## config.mk

```make
export PLATFORM = sky130hd
export DESIGN_NAME = calc_cmd_sched
export DESIGN_NICKNAME = d
export VERILOG_FILES = /design/src/rtl/calc_cmd_sched.sv
export SDC_FILE = /design/constraint.sdc
export NUM_CORES = 1
export LEC_CHECK = 0
export BUFFER_PORTS_ARGS = -buffer_cell sky130_fd_sc_hd__buf_2
export CAP_MARGIN = 5
export CORE_ASPECT_RATIO = 0.75
export CORE_MARGIN = 1.5
export CORE_UTILIZATION = 52
export CTS_BUF_LIST = sky130_fd_sc_hd__clkbuf_4
export DETAILED_ROUTE_END_ITERATION = 7
export PLACE_DENSITY = 0.73
export SLEW_MARGIN = 10
export SYNTH_ARGS = -nofsm -noshare
export SYNTH_HDL_FRONTEND = slang
export SYNTH_SLANG_ARGS = --single-unit
```

## constraint.sdc

```tcl
create_clock -name clock -period 7.9 [get_ports clock]
set_input_delay 1.58 -clock clock [delete_from_list [all_inputs] [get_ports clock]]
set_output_delay 1.58 -clock clock [all_outputs]
set_load 0.005 [all_outputs]
```

## src/rtl/calc_cmd_sched.sv

```systemverilog
// Keypad-to-calculator command scheduler: key FIFO, paced issue, ready wait,
// fault/user clear. Optional backspace merge enabled by CALC_SCHED_BKSP_MERGE_EN.
module calc_cmd_sched #(
  parameter int         DEPTH     = 4,
  parameter int         GAP       = 2,
  parameter int         TIMEOUT   = 64,
  parameter logic [3:0] IDLE_CODE = 4'hD
) (
  input  logic                   clock,
  input  logic                   reset,
  input  logic                   key_valid,
  input  logic [3:0]             key_code,
  output logic                   key_ready,
  input  logic                   clr_req,
  input  logic [1:0]             calc_status,
  output logic [3:0]             calc_cmd,
  output logic                   calc_clr,
  output logic                   busy,
  output logic [$clog2(DEPTH):0] level,
  output logic [7:0]             fault_cnt
);

  localparam int AW = $clog2(DEPTH);
  localparam int LW = AW + 1;
  localparam int GW = $clog2(GAP + 1);
  localparam int TW = $clog2(TIMEOUT + 1);

  typedef enum logic [2:0] {IDLE, ISSUE, HOLD, WAIT_READY, CLEAR} state_t;

  state_t        state_q;
  logic [3:0]    mem_q [DEPTH];
  logic [AW-1:0] wrPtr_q;
  logic [AW-1:0] rdPtr_q;
  logic [LW-1:0] count_q;
  logic [LW-1:0] count_d;
  logic [GW-1:0] gapCnt_q;
  logic [TW-1:0] timer_q;
  logic          clrCnt_q;
  logic [3:0]    calcCmd_q;
  logic          calcClr_q;
  logic [7:0]    faultCnt_q;

  logic statusErr;
  logic statusRdy;
  logic fifoEmpty;
  logic fifoFull;
  logic faultClear;
  logic goClear;
  logic doPop;
  logic offered;
  logic doMerge;
  logic doStore;

  assign statusErr = (calc_status == 2'b00);
  assign statusRdy = (calc_status == 2'b10);
  assign fifoEmpty = (count_q == '0);
  assign fifoFull  = (count_q == LW'(DEPTH));

  // A fault sends us to CLEAR; the timeout fires on the last allowed WAIT_READY cycle.
  always_comb begin
    faultClear = 1'b0;
    case (state_q)
      IDLE:       faultClear = statusErr;
      HOLD:       faultClear = statusErr;
      WAIT_READY: faultClear = statusErr || (!statusRdy && (timer_q == TW'(TIMEOUT - 1)));
      default:    faultClear = 1'b0;
    endcase
  end

  assign goClear = clr_req || faultClear;
  assign doPop   = (state_q == IDLE) && !fifoEmpty && statusRdy && !goClear;
  assign offered = key_valid && !fifoFull && !goClear;

`ifdef CALC_SCHED_BKSP_MERGE_EN
  logic [AW-1:0] tailPtr;
  logic          tailIsDigit;
  assign tailPtr     = wrPtr_q - AW'(1);
  assign tailIsDigit = !fifoEmpty && (mem_q[tailPtr] <= 4'd9);
  // The lone entry leaving this cycle cannot be cancelled, so F is kept instead.
  assign doMerge = offered && (key_code == 4'hF) && tailIsDigit &&
                   !(doPop && (count_q == LW'(1)));
`else
  assign doMerge = 1'b0;
`endif

  assign doStore = offered && !doMerge;
  assign count_d = count_q + LW'(doStore) - LW'(doPop) - LW'(doMerge);

  always_ff @(posedge clock) begin
    if (doStore) mem_q[wrPtr_q] <= key_code;
  end

  always_ff @(posedge clock or posedge reset) begin
    if (reset) begin
      wrPtr_q <= '0;
      rdPtr_q <= '0;
      count_q <= '0;
    end else if (goClear) begin
      wrPtr_q <= '0;
      rdPtr_q <= '0;
      count_q <= '0;
    end else begin
      if (doStore)      wrPtr_q <= wrPtr_q + AW'(1);
      else if (doMerge) wrPtr_q <= wrPtr_q - AW'(1);
      if (doPop)        rdPtr_q <= rdPtr_q + AW'(1);
      count_q <= count_d;
    end
  end

  // Head is captured on the IDLE->ISSUE edge so calc_cmd shows it only during ISSUE.
  always_ff @(posedge clock or posedge reset) begin
    if (reset) begin
      state_q    <= IDLE;
      gapCnt_q   <= '0;
      timer_q    <= '0;
      clrCnt_q   <= 1'b0;
      calcCmd_q  <= IDLE_CODE;
      calcClr_q  <= 1'b0;
      faultCnt_q <= '0;
    end else begin
      calcCmd_q <= doPop ? mem_q[rdPtr_q] : IDLE_CODE;
      if (goClear) begin
        state_q   <= CLEAR;
        clrCnt_q  <= 1'b0;
        calcClr_q <= 1'b1;
        if (!clr_req && (faultCnt_q != 8'hFF)) faultCnt_q <= faultCnt_q + 8'd1;
      end else begin
        case (state_q)
          IDLE: begin
            if (doPop) state_q <= ISSUE;
          end
          ISSUE: begin
            state_q  <= HOLD;
            gapCnt_q <= '0;
          end
          HOLD: begin
            if (gapCnt_q == GW'(GAP - 1)) begin
              state_q <= WAIT_READY;
              timer_q <= '0;
            end else begin
              gapCnt_q <= gapCnt_q + GW'(1);
            end
          end
          WAIT_READY: begin
            if (statusRdy) state_q <= IDLE;
            else           timer_q <= timer_q + TW'(1);
          end
          CLEAR: begin
            if (clrCnt_q) begin
              state_q   <= IDLE;
              calcClr_q <= 1'b0;
            end else begin
              clrCnt_q <= 1'b1;
            end
          end
          default: state_q <= IDLE;
        endcase
      end
    end
  end

  assign key_ready = !fifoFull;
  assign calc_cmd  = calcCmd_q;
  assign calc_clr  = calcClr_q;
  assign busy      = (state_q != IDLE);
  assign level     = count_q;
  assign fault_cnt = faultCnt_q;

endmodule

```

==> results of run 1 <==
## path summary, 6_finish.rpt
| check | startpoint | end | slack (ns) | depth (start not counted) |
|---|---|---|---|---|
| min in group asynchronous | reset | fault_cnt[6]$_DFFE_PP0P_ | 1.29 | 3 |
| min reg2reg | clrCnt_q$_DFFE_PP0P_ | state_q[2]$_DFFE_PP0P_ | 0.51 | 1 |
| min | clrCnt_q$_DFFE_PP0P_ | state_q[2]$_DFFE_PP0P_ | 0.51 | 1 |
| max reg2reg | state_q[2]$_DFFE_PP0P_ | level[2]$_DFF_PP0_ | 4.32 | 12 |
| max | calc_status[0] | level[2]$_DFF_PP0_ | 3.67 | 13 |
| max in group asynchronous | reset | calc_cmd[3]$_DFF_PP1_ | 6.25 | 3 |
## routing by layer
metal  wire (um)  track usage [%]  vias up
met4          45            5.811        0
met1        2164            29.09      797
li1            -                -      781
met5           0                0        -
met3         168            4.380        5
met2        1901            29.52       33
## area by class of cell
type / instances / area [sq um]
Tap cell: 57 / 71.32
Multi-Input combinational cell: 133 / 1011
Clock inverter: 3 / 12.51
Sequential cell: 49 / 1310
Timing Repair Buffer: 28 / 142.6
Fill cell: 379 / 1841
Clock buffer: 5 / 37.54
Inverter: 11 / 41.29
## power breakdown
part / internal [mW] / leakage (nW) / switching [mW]
Sequential: 0.290 / 0.553 / 0.0344
Combinational: 0.0446 / 0.513 / 0.0476
Clock: 0.0327 / 0.0327 / 0.0752
Total: 0.367 / 1.10 / 0.157
## registers in the layout (all words and copies together) (netlist names)
signal / cells
calc_clr: 1
calc_cmd: 4
clrCnt_q: 1
fault_cnt: 8
gapCnt_q: 2
level: 3
mem_q: 16
rdPtr_q: 2
state_q: 3
timer_q: 7
wrPtr_q: 2
## stage by stage
stage                     std cells  power (mW)  hold WS (ns)  util [%]
final                           286      0.5241        0.5102     58.80
after floorplan                 200      0.3808        0.4579         -
after global routing            286      0.5588        0.5389     58.80
after detailed placement        278      0.4219        0.4821     57.68
after CTS                       286      0.5300        0.5061     58.80
after global placement          278      0.4191        0.4839     57.68
## worst max-delay path, stage by stage
cell and delay, ns:
buf_2 0.11, and4b_1 0.21, or4b_1 0.65, nand2_1 0.49, nor2_1 0.13, ha_1 0.31, inv_1 0.06, ha_1 0.14
inv_1 0.05, fa_1 0.37, xor2_1 0.18, xnor2_1 0.14, nor2_1 0.05
## cells by family after synthesis
kind of cell	share of synthesized area, %
and+or+nand+nor	15.84
AOI/OAI and AO/OA	9.865
buffers and inverters	3.686
DFF	54.36
muxes	6.750
adders and majority gates	5.504
xor gates and xnor gates	3.998
## cell usage after synthesis, types with 2 or more instances
master,n
ha_1,9
mux4_2,4
a211oi_1,7
o21ai_0,3
o31ai_1,4
nand2_1,16
xnor2_1,3
dfstp_2,3
nand2b_1,7
edfxtp_1,16
inv_1,11
mux2_2,2
nor3_1,4
or3_1,6
buf_6,2
nor2_1,14
mux2i_1,5
a21oi_1,5
nor4_1,2
nand3_1,6
a21boi_0,2
dfrtp_1,30
xor2_1,8
and3_1,5
==> impl_metrics.tcl, run 1 <==
set metrics [dict create \
    drc 0 \
    wire_per_inst_um 14.97 \
    cts_buffers 5 \
    row_count 21 \
    num_antenna_cells 0 \
    ir_drop_v 0.0001546 \
    rsz0062_at_grt "no" \
    yosys_warnings 0 \
    start_util_pct 53.95 \
    vias 1616 \
    routed_wl_mm 4.280 \
    synth_edf_count 16 \
    clk_pin_slew_ns 0.13 \
    synthFlopType "dfrtp_1" \
    ant_nets 0 \
    cts_max_level 2 \
    cts_resized 0 \
    setup_ws_ns 3.667 \
    die_x_um 81.61 \
    synth_top_area_share_pct 31.15 \
    dp_hpwl_mm 3.113 \
    netlist_area_sq_um 2410 \
    coreArea_sq_um 4467 \
    hold_buffers 0 \
    skew_ns 0.01654 \
    yosysSeqAreaShare_pct 54.36 \
    tritoncts "yes" \
    hp-class "reg2reg" \
    post-route-min-period_ns 4.233 \
    tightest_slew_ns 0.8797 \
    path_max_fanout 16 \
    grt_pass1_vias 1465 \
    overflow 0 \
    clock_path_buffers 2 \
    place_area_sq_um 2576 \
    fin_area_sq_um 2626 \
    netlist_top_cells_area "dfrtp_1 31%, edfxtp_1 20%, ha_1 4.7%" \
    pre_cts_slack_ns 3.262 \
    crit_required_ns 8.13 \
    cp-start-kind "input pin" \
    drt_iter0_drc 118 \
    status "complete, no violations" \
    grt_pass1_wl_mm 7.272 \
    grt_antenna_before_repair 0 \
    grt.total_usage_pct 19.68 \
    final_nets 248 \
    setup_viol 0 \
    slew_headroom_pct 40.83 \
    layout_commonest_cell "dfrtp_1" \
    crit_arrival_ns 4.46 \
    finalSetupTns_ns 0 \
    cts_setup_buffers 0 \
    slew_violations 0 \
    synth-seq-cells 49 \
    io_pins 28 \
    drive_above_1_share_pct 21.40 \
    worst_setup_path_end_kind "flop" \
    worstSetupPathType "in2reg" \
    power.leakage_nw 1.099 \
    cts.sinks 49 \
    syn_nets 220 \
    period_share_pct 53.58 \
    cts-root-buf "clkbuf_4" \
    vias_per_cell 5.650 \
    hold_viol_final 0 \
    place_congestion 0.7932 \
    dr.pass1.iters 4 \
    p_per_area_nw_per_um2 199.6 \
    clock_latency_ns 0.36 \
    die_y_um 61.96 \
    die_area_sq_um 5056 \
    async_flop_share_pct 67.35 \
    maxCapViolCount 0 \
    syn_area_per_cell_sq_um 12.05 \
    synthCells 200 \
    synth_area_leader_cell "dfrtp_1" \
    area_growth_pct 8.982 \
    yosysUniqueCellTypes 50 \
    final_cell_mix "30 x dfrtp_1, 27 x buf_2, 16 x nand2_1, 16 x edfxtp_1, 14 x nor2_1" \
    max_freq_mhz 236.2 \
    io_buffers 27 \
    grt_max_degree 34 \
]
No activity file was read; power rests on OpenSTA's default activity.
==> run 2, diff against run 1 <==
- PLACE_DENSITY: 0.73 -> 0.76
- clock period: 7.9 -> 3.5 ns (I/O delays scaled with it)
==> run 2 against run 1 <==
Net effect:
- global-route usage down 0.37 points
- total power up 130%
- critical path type is now reg2reg
- final cell count up 1.7%
- count of clock-buffer cells in the layout up 1
- largest cell class unchanged
- die area unchanged
- flip-flop and latch count unchanged
- sequential share of layout area down 0.82 points
- non-clock buffer count up 5
- design area up 1.7%
- utilization up 0.98 points
==> impl_metrics.tcl, run 2 (same netlist as run 1, synthesis figures left out) <==
set metrics [dict create \
    status "complete, no violations" \
    grt_max_degree 34 \
    clock_power_share_pct 21.7 \
    final_cell_mix "30 x dfrtp_1, 27 x buf_2, 16 x nand2_1, 16 x edfxtp_1, 14 x nor2_1" \
    crit_buf_inv 2 \
    tritoncts "yes" \
    crit_required_ns 3.78 \
    maxCapViolCount 0 \
    place_area_sq_um 2614 \
    switchingPower_mw 0.3670 \
    period_share_pct 86.21 \
    power.leakage_nw 1.119 \
    row_count 21 \
    post-route-min-period_ns 3.017 \
    max_stage_delay_ns 0.62 \
    hp-class "in2async" \
    cts.sinks 49 \
    vias 1621 \
    fin_area_sq_um 2670 \
    cts_setup_buffers 0 \
    routed_wl_mm 4.279 \
    vias_per_cell 5.570 \
    dp.cells 283 \
    final_nets 253 \
    start_util_pct 53.95 \
    worst_setup_path_end_kind "flop" \
    drc 0 \
    max_freq_mhz 331.4 \
    worstSetupPathType "reg2reg" \
    cp-start-kind "flop" \
    wire_per_inst_um 14.70 \
    num_antenna_cells 0 \
    setup_viol 0 \
    drive_above_1_share_pct 23.08 \
    largest_reg_flops 16 \
    crit_path_frequent_cell "ha_1" \
    slew_violations 0 \
    grt.total_usage_pct 19.31 \
    grt_pass1_wl_mm 7.100 \
    fill_cells 406 \
    grt_antenna_before_repair 0 \
    path_max_fanout 7 \
    combinationalPowerShare_pct 17.8 \
    hold_buffers 0 \
    skew_ns 0.01147 \
    top_register "mem_q" \
    grt_pass1_vias 1495 \
    io_buffers 27 \
    die_area_sq_um 5056 \
    cts_resized 0 \
    internal_power_mw 0.8434 \
    ir_drop_v 0.0004084 \
    crit_slowest_cell "or4b_1" \
    ant_nets 0 \
    io_pins 28 \
    hold_viol_final 0 \
    coreArea_sq_um 4467 \
    cts_buffers 5 \
    slew_headroom_pct 64.82 \
    fin_cells 291 \
    whs_ns 0.3835 \
    p_sw_share_pct 30.32 \
    dp_hpwl_mm 2.974 \
    die_y_um 61.96 \
    clock_path_buffers 2 \
    cp_cell_sequence "ha_1 > nand3_1 > or4b_1 > and2_0 > nand2_1 > ha_1 > inv_1 > ha_1 > inv_1 > fa_1 > xor2_1 > xnor2_1 > nor2_1" \
    finalSetupTns_ns 0 \
    die_x_um 81.61 \
    post-route-util_pct 59.78 \
    overflow 0 \
    clk_pin_slew_ns 0.14 \
    drt_iter0_drc 96 \
    cts-root-buf "clkbuf_4" \
    clock_latency_ns 0.37 \
    p_per_area_nw_per_um2 453.3 \
    layout_commonest_cell "dfrtp_1" \
    crit_arrival_ns 3.29 \
    cts_max_level 2 \
    area_growth_pct 10.80 \
    rsz0062_at_grt "no" \
    tightest_slew_ns 0.5232 \
    dr.pass1.iters 4 \
    place_congestion 0.7678 \
    pwr-share-seq_pct 60.5 \
    path_delay_family "simple AND/OR/NAND/NOR gates" \
]
==> run 2: power by group through the flow <==
stage                     registers [mW]  clock network [mW]  logic [mW]
after floorplan                    0.729                   0       0.130
after global placement             0.737                   0       0.212
after global routing               0.745               0.296       0.249
final                              0.732               0.262       0.216
after detailed placement           0.741                   0       0.218
after CTS                          0.730               0.271       0.220
==> run 2: through the flow <==
stage	total power [mW]	setup WS, ns
finish	1.210	0.4826
global route	1.289	0.2283
CTS	1.221	0.4792
detailed placement	0.9586	0.2985
global placement	0.9494	0.3584
floorplan	0.8594	0.3293
==> run 2: routing by layer <==
layer | GRT usage, % | up-vias | share of wire, % | routed length (um)
met5 | 0 | - | 0 | 0
met4 | 5.811 | 0 | 1.4 | 58
met3 | 6.131 | 5 | 3.5 | 151
met2 | 27.51 | 26 | 43 | 1846
met1 | 28.42 | 798 | 52 | 2223
li1 | - | 792 | - | -
==> run 2: worst register-to-register path, delay by kind of cell (launching register included) <==
kind / cells / cell delay [ns]
xor+xnor: 2 / 0.31
fa+ha+maj: 4 / 0.91
buf+inv: 2 / 0.10
flops: 1 / 0.42
simple gates: 5 / 1.18
==> run 2: worst paths after layout <==
check | to | from | cells past startpoint | slack (ns)
hold reg to reg | gapCnt_q[0]$_DFFE_PP0P_ | gapCnt_q[0]$_DFFE_PP0P_ | 1 | 0.51
setup / recovery | level[2]$_DFF_PP0_ | timer_q[0]$_DFFE_PP0P_ | 13 | 0.48
hold / removal | fault_cnt[3]$_DFFE_PP0P_ | reset | 3 | 0.38
setup reg to reg | level[2]$_DFF_PP0_ | timer_q[0]$_DFFE_PP0P_ | 13 | 0.48
min in group clock | gapCnt_q[0]$_DFFE_PP0P_ | gapCnt_q[0]$_DFFE_PP0P_ | 1 | 0.51
max in group asynchronous | calc_cmd[3]$_DFF_PP1_ | reset | 3 | 2.77
==> run 2: final cells by class <==
type                    count  area (sq um)  area share (%)
repair buffers             33         180.2           6.748
flip-flops and latches     49          1310           49.06
well taps                  57         71.32           2.671
inverters                  11         41.29           1.546
clock buffers               6         45.04           1.687
multi-input cells         133          1011           37.86
clock inverters             2         11.26          0.4217
